**config.mk**
```make
export PLATFORM = sky130hd
export DESIGN_NAME = axi4_lite_slv_reg_file_flat
export DESIGN_NICKNAME = d
export VERILOG_FILES = /design/src/rtl/axi4_lite_slv_reg_file_pkg.sv /design/src/rtl/axi4_lite_slv_reg_file_if.sv /design/src/rtl/axi4_lite_slv_reg_file_reg_cell.sv /design/src/rtl/axi4_lite_slv_reg_file.sv /design/src/flat_wrapper.sv
export SDC_FILE = /design/constraint.sdc
export NUM_CORES = 1
export LEC_CHECK = 0
export BUFFER_PORTS_ARGS = -buffer_cell sky130_fd_sc_hd__clkbuf_2
export CAP_MARGIN = 20
export CORE_AREA = 2 2 342 344
export DETAILED_ROUTE_END_ITERATION = 10
export DIE_AREA = 0 0 344 346
export GPL_TIMING_DRIVEN = 0
export HOLD_SLACK_MARGIN = 0.08
export PLACE_DENSITY = 0.41
export SYNTH_ARGS = -nofsm -noshare
export SYNTH_HDL_FRONTEND = slang
export SYNTH_SLANG_ARGS = --single-unit
```
**constraint.sdc**
```tcl
create_clock -name i_clk -period 3.5 [get_ports i_clk]
set_input_delay 0.35 -clock i_clk [delete_from_list [all_inputs] [get_ports i_clk]]
set_output_delay 0.35 -clock i_clk [all_outputs]
set_load 0.005 [all_outputs]
```
**src/rtl/axi4_lite_slv_reg_file_pkg.sv**
```systemverilog
// Shared types and constants for the AXI4-Lite slave register file.
//   reg_mode_t : per-register access mode (RW, RO, W1C)
//   AXI4_RESP_* : response codes driven on bresp/rresp
//   wr_state_t / rd_state_t : write and read channel FSM states
package axi4_lite_reg_file_pkg;

  typedef enum logic [1:0] {
    REG_MODE_RW  = 2'd0,
    REG_MODE_RO  = 2'd1,
    REG_MODE_W1C = 2'd2
  } reg_mode_t;

  localparam logic [1:0] AXI4_RESP_OKAY   = 2'b00;
  localparam logic [1:0] AXI4_RESP_SLVERR = 2'b10;

  typedef enum logic {
    WR_ACCEPT,
    WR_RESP
  } wr_state_t;

  typedef enum logic {
    RD_ACCEPT,
    RD_RESP
  } rd_state_t;

endpackage

```
**src/rtl/axi4_lite_slv_reg_file_if.sv**
```systemverilog
// AXI4-Lite bus bundle.
//   slv_port : seen from the slave (address/data/ready-for-response in, readies/responses out)
//   mst_port : seen from the master (mirror of slv_port)
interface axi4_lite_if #(
  parameter int unsigned AXI4_LITE_ADDR_BIT_WIDTH = 5,
  parameter int unsigned AXI4_LITE_DATA_BIT_WIDTH = 32
);
  logic                                    awvalid;
  logic                                    awready;
  logic [AXI4_LITE_ADDR_BIT_WIDTH-1:0]     awaddr;
  logic [2:0]                              awprot;
  logic                                    wvalid;
  logic                                    wready;
  logic [AXI4_LITE_DATA_BIT_WIDTH-1:0]     wdata;
  logic [AXI4_LITE_DATA_BIT_WIDTH/8-1:0]   wstrb;
  logic                                    bvalid;
  logic                                    bready;
  logic [1:0]                              bresp;
  logic                                    arvalid;
  logic                                    arready;
  logic [AXI4_LITE_ADDR_BIT_WIDTH-1:0]     araddr;
  logic [2:0]                              arprot;
  logic                                    rvalid;
  logic                                    rready;
  logic [AXI4_LITE_DATA_BIT_WIDTH-1:0]     rdata;
  logic [1:0]                              rresp;

  modport slv_port (
    input  awvalid, awaddr, awprot, wvalid, wdata, wstrb, bready,
           arvalid, araddr, arprot, rready,
    output awready, wready, bvalid, bresp, arready, rvalid, rdata, rresp
  );

  modport mst_port (
    output awvalid, awaddr, awprot, wvalid, wdata, wstrb, bready,
           arvalid, araddr, arprot, rready,
    input  awready, wready, bvalid, bresp, arready, rvalid, rdata, rresp
  );
endinterface

```
**src/rtl/axi4_lite_slv_reg_file_reg_cell.sv**
```systemverilog
// One register slot of the register file.
//   i_clk, i_sync_rst : clock, synchronous active-high reset (loads RESET_VAL; RO loads 0)
//   i_wr_en           : commit strobe for this slot
//   i_wr_data/i_wr_strb : write data and byte-lane enables
//   i_w1c_set         : per-bit set requests (W1C only), applied every cycle
//   o_val             : current contents (always 0 for RO)
module axi4_lite_reg_cell
  import axi4_lite_reg_file_pkg::*;
#(
  parameter int unsigned       DATA_W    = 32,
  parameter reg_mode_t         MODE      = REG_MODE_RW,
  parameter logic [DATA_W-1:0] RESET_VAL = '0
) (
  input  logic                i_clk,
  input  logic                i_sync_rst,
  input  logic                i_wr_en,
  input  logic [DATA_W-1:0]   i_wr_data,
  input  logic [DATA_W/8-1:0] i_wr_strb,
  input  logic [DATA_W-1:0]   i_w1c_set,
  output logic [DATA_W-1:0]   o_val
);
  localparam int unsigned STRB_W = DATA_W / 8;
  localparam logic [DATA_W-1:0] RST_VAL = (MODE == REG_MODE_RO) ? '0 : RESET_VAL;

  logic [DATA_W-1:0] val_q;
  logic [DATA_W-1:0] val_d;
  logic [DATA_W-1:0] lane_mask;
  logic              unused_in;

  always_comb begin
    lane_mask = '0;
    for (int unsigned b = 0; b < STRB_W; b++) begin
      lane_mask[b*8 +: 8] = {8{i_wr_strb[b]}};
    end
  end

  always_comb begin
    val_d = val_q;
    case (MODE)
      REG_MODE_RW: begin
        if (i_wr_en) val_d = (val_q & ~lane_mask) | (i_wr_data & lane_mask);
      end
      REG_MODE_W1C: begin
        if (i_wr_en) val_d = val_q & ~(i_wr_data & lane_mask);
        // set is OR-ed after the clear so it wins a same-cycle collision
        val_d = val_d | i_w1c_set;
      end
      default: val_d = '0;
    endcase
  end

  always_ff @(posedge i_clk) begin
    if (i_sync_rst) val_q <= RST_VAL;
    else            val_q <= val_d;
  end

  assign o_val     = val_q;
  assign unused_in = ^{i_wr_en, i_wr_data, i_wr_strb, i_w1c_set};

endmodule

```
**src/rtl/axi4_lite_slv_reg_file.sv**
```systemverilog
// AXI4-Lite slave register file with NUM_REGS word-aligned registers.
//   i_clk, i_sync_rst : clock, synchronous active-high reset
//   if_s_axi4_lite    : AXI4-Lite slave port (awprot/arprot ignored)
//   o_regs            : register contents (RO slots read 0)
//   i_ro_vals         : values returned for reads of RO slots
//   i_w1c_set         : per-bit set requests for W1C slots
//   o_wr_pulse        : one-cycle pulse per slot on successful write commit
//   o_rd_pulse        : one-cycle pulse per slot on accepted read
// AW and W are accepted independently and held until both are present;
// the commit then happens on that edge and a single B response follows.
module axi4_lite_slv_reg_file
  import axi4_lite_reg_file_pkg::*;
#(
  parameter int unsigned AXI4_LITE_ADDR_BIT_WIDTH = 5,
  parameter int unsigned AXI4_LITE_DATA_BIT_WIDTH = 32,
  parameter int unsigned NUM_REGS                 = 8,
  parameter reg_mode_t [NUM_REGS-1:0] REG_MODES   = '0,
  parameter logic [NUM_REGS-1:0][AXI4_LITE_DATA_BIT_WIDTH-1:0] RESET_VALS = '0
) (
  input  logic                                                i_clk,
  input  logic                                                i_sync_rst,
  axi4_lite_if.slv_port                                       if_s_axi4_lite,
  output logic [NUM_REGS-1:0][AXI4_LITE_DATA_BIT_WIDTH-1:0]   o_regs,
  input  logic [NUM_REGS-1:0][AXI4_LITE_DATA_BIT_WIDTH-1:0]   i_ro_vals,
  input  logic [NUM_REGS-1:0][AXI4_LITE_DATA_BIT_WIDTH-1:0]   i_w1c_set,
  output logic [NUM_REGS-1:0]                                 o_wr_pulse,
  output logic [NUM_REGS-1:0]                                 o_rd_pulse
);
  localparam int unsigned ADDR_W = AXI4_LITE_ADDR_BIT_WIDTH;
  localparam int unsigned DATA_W = AXI4_LITE_DATA_BIT_WIDTH;
  localparam int unsigned STRB_W = DATA_W / 8;
  localparam int unsigned OFS_W  = $clog2(STRB_W);
  localparam int unsigned IDX_W  = ADDR_W - OFS_W;

  wr_state_t          wr_state;
  rd_state_t          rd_state;
  logic               aw_held;
  logic               w_held;
  logic [IDX_W-1:0]   awidx_q;
  logic [DATA_W-1:0]  wdata_q;
  logic [STRB_W-1:0]  wstrb_q;

  logic               aw_hs;
  logic               w_hs;
  logic               ar_hs;
  logic               commit;
  logic [IDX_W-1:0]   wr_idx;
  logic [IDX_W-1:0]   rd_idx;
  logic [DATA_W-1:0]  wr_data;
  logic [STRB_W-1:0]  wr_strb;
  logic [NUM_REGS-1:0] wr_sel;
  logic [NUM_REGS-1:0] rd_sel;
  logic               wr_ro;
  logic               wr_ok;
  logic [DATA_W-1:0]  rd_val;
  logic               unused_bits;

  always_comb begin
    aw_hs   = if_s_axi4_lite.awvalid && if_s_axi4_lite.awready;
    w_hs    = if_s_axi4_lite.wvalid  && if_s_axi4_lite.wready;
    ar_hs   = if_s_axi4_lite.arvalid && if_s_axi4_lite.arready;
    commit  = (wr_state == WR_ACCEPT) && (aw_held || aw_hs) && (w_held || w_hs);
    wr_idx  = aw_held ? awidx_q : if_s_axi4_lite.awaddr[ADDR_W-1:OFS_W];
    wr_data = w_held  ? wdata_q : if_s_axi4_lite.wdata;
    wr_strb = w_held  ? wstrb_q : if_s_axi4_lite.wstrb;
    rd_idx  = if_s_axi4_lite.araddr[ADDR_W-1:OFS_W];
  end

  // An index that matches no slot is out of range; rd_val stays 0 for it.
  always_comb begin
    wr_sel = '0;
    rd_sel = '0;
    wr_ro  = 1'b0;
    rd_val = '0;
    for (int unsigned i = 0; i < NUM_REGS; i++) begin
      if (wr_idx == IDX_W'(i)) begin
        wr_sel[i] = 1'b1;
        wr_ro     = (REG_MODES[i] == REG_MODE_RO);
      end
      if (rd_idx == IDX_W'(i)) begin
        rd_sel[i] = 1'b1;
        rd_val    = (REG_MODES[i] == REG_MODE_RO) ? i_ro_vals[i] : o_regs[i];
      end
    end
    wr_ok = (|wr_sel) && !wr_ro;
  end

  for (genvar g = 0; g < NUM_REGS; g++) begin : g_reg
    axi4_lite_reg_cell #(
      .DATA_W    (DATA_W),
      .MODE      (REG_MODES[g]),
      .RESET_VAL (RESET_VALS[g])
    ) u_cell (
      .i_clk      (i_clk),
      .i_sync_rst (i_sync_rst),
      .i_wr_en    (commit && wr_sel[g]),
      .i_wr_data  (wr_data),
      .i_wr_strb  (wr_strb),
      .i_w1c_set  (i_w1c_set[g]),
      .o_val      (o_regs[g])
    );
  end

  always_ff @(posedge i_clk) begin
    if (i_sync_rst) begin
      wr_state               <= WR_ACCEPT;
      aw_held                <= 1'b0;
      w_held                 <= 1'b0;
      awidx_q                <= '0;
      wdata_q                <= '0;
      wstrb_q                <= '0;
      if_s_axi4_lite.awready <= 1'b0;
      if_s_axi4_lite.wready  <= 1'b0;
      if_s_axi4_lite.bvalid  <= 1'b0;
      if_s_axi4_lite.bresp   <= AXI4_RESP_OKAY;
      o_wr_pulse             <= '0;
    end else begin
      o_wr_pulse <= '0;
      case (wr_state)
        WR_ACCEPT: begin
          if (commit) begin
            wr_state               <= WR_RESP;
            aw_held                <= 1'b0;
            w_held                 <= 1'b0;
            if_s_axi4_lite.awready <= 1'b0;
            if_s_axi4_lite.wready  <= 1'b0;
            if_s_axi4_lite.bvalid  <= 1'b1;
            if_s_axi4_lite.bresp   <= wr_ok ? AXI4_RESP_OKAY : AXI4_RESP_SLVERR;
            o_wr_pulse             <= wr_ok ? wr_sel : '0;
          end else begin
            if (aw_hs) begin
              aw_held <= 1'b1;
              awidx_q <= if_s_axi4_lite.awaddr[ADDR_W-1:OFS_W];
            end
            if (w_hs) begin
              w_held  <= 1'b1;
              wdata_q <= if_s_axi4_lite.wdata;
              wstrb_q <= if_s_axi4_lite.wstrb;
            end
            if_s_axi4_lite.awready <= !(aw_held || aw_hs);
            if_s_axi4_lite.wready  <= !(w_held || w_hs);
          end
        end
        WR_RESP: begin
          if (if_s_axi4_lite.bvalid && if_s_axi4_lite.bready) begin
            wr_state               <= WR_ACCEPT;
            if_s_axi4_lite.bvalid  <= 1'b0;
            if_s_axi4_lite.awready <= 1'b1;
            if_s_axi4_lite.wready  <= 1'b1;
          end
        end
        default: wr_state <= WR_ACCEPT;
      endcase
    end
  end

  always_ff @(posedge i_clk) begin
    if (i_sync_rst) begin
      rd_state               <= RD_ACCEPT;
      if_s_axi4_lite.arready <= 1'b0;
      if_s_axi4_lite.rvalid  <= 1'b0;
      if_s_axi4_lite.rdata   <= '0;
      if_s_axi4_lite.rresp   <= AXI4_RESP_OKAY;
      o_rd_pulse             <= '0;
    end else begin
      o_rd_pulse <= '0;
      case (rd_state)
        RD_ACCEPT: begin
          if (ar_hs) begin
            rd_state               <= RD_RESP;
            if_s_axi4_lite.arready <= 1'b0;
            if_s_axi4_lite.rvalid  <= 1'b1;
            if_s_axi4_lite.rdata   <= rd_val;
            if_s_axi4_lite.rresp   <= (|rd_sel) ? AXI4_RESP_OKAY : AXI4_RESP_SLVERR;
            o_rd_pulse             <= rd_sel;
          end else begin
            if_s_axi4_lite.arready <= 1'b1;
          end
        end
        RD_RESP: begin
          if (if_s_axi4_lite.rvalid && if_s_axi4_lite.rready) begin
            rd_state               <= RD_ACCEPT;
            if_s_axi4_lite.rvalid  <= 1'b0;
            if_s_axi4_lite.arready <= 1'b1;
          end
        end
        default: rd_state <= RD_ACCEPT;
      endcase
    end
  end

  assign unused_bits = ^{if_s_axi4_lite.awaddr[OFS_W-1:0], if_s_axi4_lite.araddr[OFS_W-1:0],
                         if_s_axi4_lite.awprot, if_s_axi4_lite.arprot};

endmodule

```
**src/flat_wrapper.sv**
```systemverilog
// flat-port wrapper written by rule: the top's interface ports become plain ports
module axi4_lite_slv_reg_file_flat import axi4_lite_reg_file_pkg::*;
#(
  parameter int unsigned AXI4_LITE_ADDR_BIT_WIDTH = 5,
  parameter int unsigned AXI4_LITE_DATA_BIT_WIDTH = 32,
  parameter int unsigned NUM_REGS                 = 8,
  parameter reg_mode_t [NUM_REGS-1:0] REG_MODES   = '0,
  parameter logic [NUM_REGS-1:0][AXI4_LITE_DATA_BIT_WIDTH-1:0] RESET_VALS = '0
)
  (i_clk, i_sync_rst, o_regs, i_ro_vals, i_w1c_set, o_wr_pulse, o_rd_pulse, if_s_axi4_lite_awvalid, if_s_axi4_lite_awaddr, if_s_axi4_lite_awprot, if_s_axi4_lite_wvalid, if_s_axi4_lite_wdata, if_s_axi4_lite_wstrb, if_s_axi4_lite_bready, if_s_axi4_lite_arvalid, if_s_axi4_lite_araddr, if_s_axi4_lite_arprot, if_s_axi4_lite_rready, if_s_axi4_lite_awready, if_s_axi4_lite_wready, if_s_axi4_lite_bvalid, if_s_axi4_lite_bresp, if_s_axi4_lite_arready, if_s_axi4_lite_rvalid, if_s_axi4_lite_rdata, if_s_axi4_lite_rresp);
  axi4_lite_if #(.AXI4_LITE_ADDR_BIT_WIDTH(AXI4_LITE_ADDR_BIT_WIDTH), .AXI4_LITE_DATA_BIT_WIDTH(AXI4_LITE_DATA_BIT_WIDTH)) if_s_axi4_lite_i ();
  input  logic i_clk;
  input  logic i_sync_rst;
  output logic [NUM_REGS-1:0][AXI4_LITE_DATA_BIT_WIDTH-1:0] o_regs;
  input  logic [NUM_REGS-1:0][AXI4_LITE_DATA_BIT_WIDTH-1:0] i_ro_vals;
  input  logic [NUM_REGS-1:0][AXI4_LITE_DATA_BIT_WIDTH-1:0] i_w1c_set;
  output logic [NUM_REGS-1:0] o_wr_pulse;
  output logic [NUM_REGS-1:0] o_rd_pulse;
  input wire logic [$bits(if_s_axi4_lite_i.awvalid)-1:0] if_s_axi4_lite_awvalid;
  input wire logic [$bits(if_s_axi4_lite_i.awaddr)-1:0] if_s_axi4_lite_awaddr;
  input wire logic [$bits(if_s_axi4_lite_i.awprot)-1:0] if_s_axi4_lite_awprot;
  input wire logic [$bits(if_s_axi4_lite_i.wvalid)-1:0] if_s_axi4_lite_wvalid;
  input wire logic [$bits(if_s_axi4_lite_i.wdata)-1:0] if_s_axi4_lite_wdata;
  input wire logic [$bits(if_s_axi4_lite_i.wstrb)-1:0] if_s_axi4_lite_wstrb;
  input wire logic [$bits(if_s_axi4_lite_i.bready)-1:0] if_s_axi4_lite_bready;
  input wire logic [$bits(if_s_axi4_lite_i.arvalid)-1:0] if_s_axi4_lite_arvalid;
  input wire logic [$bits(if_s_axi4_lite_i.araddr)-1:0] if_s_axi4_lite_araddr;
  input wire logic [$bits(if_s_axi4_lite_i.arprot)-1:0] if_s_axi4_lite_arprot;
  input wire logic [$bits(if_s_axi4_lite_i.rready)-1:0] if_s_axi4_lite_rready;
  output wire logic [$bits(if_s_axi4_lite_i.awready)-1:0] if_s_axi4_lite_awready;
  output wire logic [$bits(if_s_axi4_lite_i.wready)-1:0] if_s_axi4_lite_wready;
  output wire logic [$bits(if_s_axi4_lite_i.bvalid)-1:0] if_s_axi4_lite_bvalid;
  output wire logic [$bits(if_s_axi4_lite_i.bresp)-1:0] if_s_axi4_lite_bresp;
  output wire logic [$bits(if_s_axi4_lite_i.arready)-1:0] if_s_axi4_lite_arready;
  output wire logic [$bits(if_s_axi4_lite_i.rvalid)-1:0] if_s_axi4_lite_rvalid;
  output wire logic [$bits(if_s_axi4_lite_i.rdata)-1:0] if_s_axi4_lite_rdata;
  output wire logic [$bits(if_s_axi4_lite_i.rresp)-1:0] if_s_axi4_lite_rresp;
  assign if_s_axi4_lite_i.awvalid = if_s_axi4_lite_awvalid;
  assign if_s_axi4_lite_i.awaddr = if_s_axi4_lite_awaddr;
  assign if_s_axi4_lite_i.awprot = if_s_axi4_lite_awprot;
  assign if_s_axi4_lite_i.wvalid = if_s_axi4_lite_wvalid;
  assign if_s_axi4_lite_i.wdata = if_s_axi4_lite_wdata;
  assign if_s_axi4_lite_i.wstrb = if_s_axi4_lite_wstrb;
  assign if_s_axi4_lite_i.bready = if_s_axi4_lite_bready;
  assign if_s_axi4_lite_i.arvalid = if_s_axi4_lite_arvalid;
  assign if_s_axi4_lite_i.araddr = if_s_axi4_lite_araddr;
  assign if_s_axi4_lite_i.arprot = if_s_axi4_lite_arprot;
  assign if_s_axi4_lite_i.rready = if_s_axi4_lite_rready;
  assign if_s_axi4_lite_awready = if_s_axi4_lite_i.awready;
  assign if_s_axi4_lite_wready = if_s_axi4_lite_i.wready;
  assign if_s_axi4_lite_bvalid = if_s_axi4_lite_i.bvalid;
  assign if_s_axi4_lite_bresp = if_s_axi4_lite_i.bresp;
  assign if_s_axi4_lite_arready = if_s_axi4_lite_i.arready;
  assign if_s_axi4_lite_rvalid = if_s_axi4_lite_i.rvalid;
  assign if_s_axi4_lite_rdata = if_s_axi4_lite_i.rdata;
  assign if_s_axi4_lite_rresp = if_s_axi4_lite_i.rresp;
  axi4_lite_slv_reg_file #(.AXI4_LITE_ADDR_BIT_WIDTH(AXI4_LITE_ADDR_BIT_WIDTH), .AXI4_LITE_DATA_BIT_WIDTH(AXI4_LITE_DATA_BIT_WIDTH), .NUM_REGS(NUM_REGS), .REG_MODES(REG_MODES), .RESET_VALS(RESET_VALS)) u_core (.i_clk(i_clk), .i_sync_rst(i_sync_rst), .if_s_axi4_lite(if_s_axi4_lite_i), .o_regs(o_regs), .i_ro_vals(i_ro_vals), .i_w1c_set(i_w1c_set), .o_wr_pulse(o_wr_pulse), .o_rd_pulse(o_rd_pulse));
endmodule
```
# Word-level counts from Yosys, hierarchy flattened
# Index checks and enable logic that the tools add are counted.
dict set report word_totals {
  ff_bits 356
  latch_bits 0
  mem_bits_rw 0
  mem_bits_ro 0
  inputBits 571
  output_inout_bits 313
  elab_cells 154
  n_memories 0
}
dict set report op_classes {
  add_sub_neg 0
  multipliers 0
  n_div 0
  order_cmp 0
  n_eq_ne 18
  n_shift 0
  mux 53
  bitwise 23
  reduce_logical 35
}
# cell n
set op_table {}
lappend op_table {{$and A32 B32 Y32} 9}
lappend op_table {{$mux W32} 9}
lappend op_table {{$or A32 B32 Y32} 8}
lappend op_table {{$mux W1} 33}
lappend op_table {{$not A32 Y32} 1}
lappend op_table {{$eq A3 B3 Y1 const B} 8}
lappend op_table {{$reduce_or A8 Y1} 2}
lappend op_table {{$logic_and A1 B1 Y1} 15}
lappend op_table {{$pmux W1 S2} 7}
lappend op_table {{$eq A3 B2 Y1 const B} 4}
lappend op_table {{$reduce_and A2 Y1} 6}
lappend op_table {{$eq A3 B1 Y1 const B} 2}
lappend op_table {{$logic_not A3 Y1} 2}
lappend op_table {{$reduce_and A3 Y1} 2}
lappend op_table {{$not A1 Y1} 5}
lappend op_table {{$mux W2} 2}
lappend op_table {{$mux W4} 1}
lappend op_table {{$ne A2 B1 Y1 const B} 2}
lappend op_table {{$ne A2 B2 Y1 const B} 2}
lappend op_table {{$reduce_bool A2 Y1} 2}
lappend op_table {{$reduce_or A4 Y1} 1}
lappend op_table {{$mux W3} 1}
lappend op_table {{$reduce_or A3 Y1} 1}
lappend op_table {{$logic_not A1 Y1} 2}
lappend op_table {{$logic_or A1 B1 Y1} 2}

# Longest topological paths before layout
dict set report logic_depth {
  word_depth 9
  ltp_mapped 7
  ltp_nobuf 4
}

# Cells and area by module
# Synthesis repeated with hierarchy kept, for this count alone.
dict set report hier_totals {
  cells_unflattened 1932
  area_unflattened_um2 18665.4
}
# mod n_inst cells_per_inst area_per_inst_um2 seq_area_each_um2
set modules_own_cells {}
lappend modules_own_cells {axi4_lite_reg_cell 8 146 1559.0 640.6}
lappend modules_own_cells {axi4_lite_slv_reg_file 1 764 6193.4 1961.9}

# Least setup slack after synthesis
# OpenSTA, ideal clock, no wires.
dict set report synth_path {
  kind {in2reg}
  start {input port if_s_axi4_lite_wvalid}
  end {register (tool-made name)}
  setup_ns 0.129
  arrival_time_ns 1.704
  required_time_ns 3.371
  path_slack_ns 1.667
  cell_stages 5
  path_buffers 1
  cell_sequence {clkbuf_1 -> nand4b_4 -> a21oi_4 -> nand2_4 -> mux2i_1}
}
# element line
set synth_lines {}
lappend synth_lines {{start: declaration} flat_wrapper.sv:22} ;# input wire logic [$bits(if_s_axi4_lite_i.wvalid)-1:0] if_s_axi4_lite_wvalid;

# Final worst setup path
dict set report layout_path {
  start {input port i_sync_rst}
  end {register u_core.wdata_q[31]}
}
# element line
set layout_lines {}
lappend layout_lines {{start: declaration} flat_wrapper.sv:13} ;# input logic i_sync_rst;
lappend layout_lines {{end signal: assignment} axi4_lite_slv_reg_file.sv:137} ;# wdata_q <= if_s_axi4_lite.wdata;
lappend layout_lines {{end: declaration} axi4_lite_slv_reg_file.sv:40} ;# logic [DATA_W-1:0] wdata_q;
# No word-level cell between the ends.

==> out/qor.csv <==
stage;metric;value;unit
synth;ys_seq_area_share;44.5;%
routing;drt-total-wl;98000;um
synth;syn_inst;1619;
global_route;antenna_found_initial;15;
outcome;status;finished, final reports clean;
synth;synth_compound_area_share;9.60;%
pwr;ir_worst_vdd;0.362;mV
place;place_area;0.0197;sq mm
critical_path;startpoint_type;input port;
pwr;switchingPower;2790;uW
min_path;hold_path_end;u_core.wdata_q[8]$_SDFFE_PP0P_;
floorplanning;fp.dieW;344;um
cts;cts_buffers;47;
routing;dr.pass1.iters;6;
critical_path;cp_max_fo;10;
synth;synth_top_family_by_area;multiplexers;
routing;drc;0;
sta;clock_skew;60.7;ps
place;place_inst;3504;
routing;drt_iter0_markers;936;
cts;cts_htree_levels;2;
cts;cts_tree;built;
min_path;min_from;if_s_axi4_lite_wdata[8];
routing;via_per_inst;3.86;
sta;hold_viol;0;
synth;synthAdderAreaFrac;0;%
synth;ys_types;46;
routing;vias;14000;
synth;synth.area.mux_share;21.8;%
min_path;hold_path_class;in -> reg;
critical_path;end_kind;flop;
sta;relSlewSlack;20.5;%
sta;slew_violations;0;
pwr;finalPower;10100;uW
synth;ys_ff_latch;354;
critical_path;worst_ep_required_time;3960;ps
final_layout;fillers;13000;
critical_path;r2r_slack;990;ps
synth;synth_xor_area_share;0;%
synth;syn_area_per_cell;9.84;sq um
critical_path;r2r_start;u_core.if_s_axi4_lite.awready$_SDFFE_PP0P_;
final_layout;post-route-cell-area;0.0217;sq mm
pwr;cell_internal_pwr;7340;uW
floorplanning;rows;125;
place;port_buffers;358;
routing;ant_nets;0;
floorplanning;design.die.area;0.119;sq mm
routing;wl_per_cell;27.0;um
synth;synthFlopType;dfxtp_1;
cts;clock-sinks;354;
global_route;grt_max_degree;15;
sta;finalWorstSetupSlack;481;ps
sta;rsz0062_at_grt;false;
global_route;grt_pass1_wl;129000;um
sta;maxClockFrequency;331;MHz
cts;ctsLongestPathBuffers;3;
cts;worstSkewPairLatency;620;ps
place;post-place-ws;-221;ps
global_route;grt_use_total;16.0;%
critical_path;worstRegToRegCells;5;
pwr;p_leak;0.00986;uW
final_layout;final_cells;3632;
global_route;grt_overflow;0;
floorplanning;die_height;346;um
synth;synthSimpleGateAreaFrac;20.4;%
final_layout;drive_above_1_share;25.2;%
sta;tightest_slew;1190;ps
pwr;power_density;468;mW/mm^2
floorplanning;start_util;13.8;%
synth;synth_edf_count;0;
global_route;grt_pass1_vias;13600;
synth;yosys_warnings;0;
pwr;switching_share;27.5;%
cts;post_cts_buffers;0;
final_layout;seqCellArea;0.00709;sq mm
place;hpwl;79200;um
pwr;seq_power_share;40.8;%
sta;layout_min_cycle_time;3020;ps
critical_path;setup.worst_path.class;in -> reg;
floorplanning;coreArea;0.115;sq mm
final_layout;syn2layout_area_growth;36.0;%
job;drv_cap;0;
pwr;pwr-share-comb;9.7;%
sta;final.period_utilization;86.3;%
cts;clockRootBuffer;clkbuf_16;
final_layout;multi_input_area;0.00825;sq mm
pwr;pwr-share-clk;49.5;%
min_path;worstHoldPathCells;3;
cts;path_clk_slew;60;ps
synth;syn_area;0.0159;sq mm
critical_path;cp.arrival;3480;ps
sta;setup_viol;0;
final_layout;layout.nets;2639;
floorplanning;ios;884;
place;gp_congestion;0.786;
synth;async_reset_ff_share;0;%
## cell usage in the layout (no fill, tap or decap), drive strengths merged, types with 4 or more instances in the layout
cell         synthesis  final
inv                 15     18
clkbuf              97    528
dlygate4sd3          0     39
diode                0      4
a22o                20     20
dfxtp              354    354
o21ai               61     61
a211oi               5      5
buf                 34     36
a21oi               65     65
clkinv               0      5
or2                 33     33
o2bb2ai             20     20
and2                 4      4
o221ai              12     12
nand4b               5      5
nand3b               4      4
nor3                27     27
a22oi               18     18
nand2b             259    259
a221oi              12     12
mux2i              347    347
nor2                19     19
nand2              180    180
## through the flow
step / TNS, ps / hold slack (ps) / util, %
final: 0 / 107 / 18.8
after CTS: 0 / 112 / 18.8
after global routing: 0 / 144 / 18.8
after global placement: -7240 / 441 / 17.0
after floorplan: 0 / 436 / -
after detailed placement: -6970 / 446 / 17.0
## timing repair
item | 4_1_cts | 5_1_grt
resized for setup | 0 | 0
hold endpoints to repair | 40 | 0
hold buffers | 39 | 0
## power groups by stage
stage,Clock [uW],Combinational [uW],Sequential (uW)
after CTS,5130,1000,4130
after global routing,5290,1050,4140
final,5010,985,4130
after detailed placement,0,958,4220
after floorplan,0,499,4210
after global placement,0,956,4220
## cells in the mapped netlist, types with 15 or more instances
| library cell | n | area share (%) |
|---|---|---|
| nand2b_1 | 259 | 10 |
| dfxtp_1 | 354 | 44 |
| a22o_1 | 20 | 1.1 |
| mux2i_1 | 347 | 22 |
| inv_1 | 15 | 0.35 |
| buf_1 | 17 | 0.40 |
| or2_2 | 33 | 1.3 |
| nor2_1 | 19 | 0.45 |
| nand2_4 | 28 | 2.0 |
| clkbuf_1 | 96 | 2.3 |
| a21oi_1 | 61 | 1.9 |
| nand2_1 | 152 | 3.6 |
| o2bb2ai_1 | 20 | 1.1 |
| o21ai_0 | 61 | 1.9 |
| nor3_1 | 27 | 0.85 |
## how the worst max path moves through the flow
stage,start,cells after the start,slack [ps],end
finish,i_sync_rst,7,480,u_core.wdata_q[31]$_SDFFE_PP0P_
global route,i_sync_rst,7,320,u_core.wdata_q[31]$_SDFFE_PP0P_
CTS,i_sync_rst,7,430,u_core.wr_state$_SDFF_PP0_
detailed placement,i_sync_rst,7,-220,u_core.wr_state$_SDFF_PP0_
global placement,i_sync_rst,7,-230,u_core.wr_state$_SDFF_PP0_
floorplan,if_s_axi4_lite_wvalid,5,1670,flop
## worst max-delay path: stages
cell and delay [ps]:
clkbuf_2 350, clkbuf_1 290, buf_2 480, clkbuf_1 700, clkbuf_1 620, clkbuf_1 570, a21oi_1 90
## routing by layer
metal | part of all wire (%) | global-route usage (%)
met4 | 2.6 | 4.01
met5 | 0.034 | 0
met2 | 45 | 25.6
met1 | 42 | 19.9
met3 | 9.8 | 6.35
## area by class of cell
class / instances / share of cell area (%)
multi-input cells: 1120 / 38.1
flip-flops and latches: 354 / 32.7
repair buffers: 399 / 10.3
well taps: 1524 / 8.80
clock buffers: 73 / 6.53
plain buffers: 131 / 2.48
clock inverters: 12 / 0.820
inverters: 15 / 0.260
diodes: 4 / 0.0462
## cell families after synthesis
kind of cell / count (synthesis)
AND/OR/NAND/NOR: 553
other: 1
buffers and inverters: 146
multiplexers: 347
AO/OA/AOI/OAI: 218
flip-flops: 354
No activity file was read; power rests on OpenSTA's default activity.
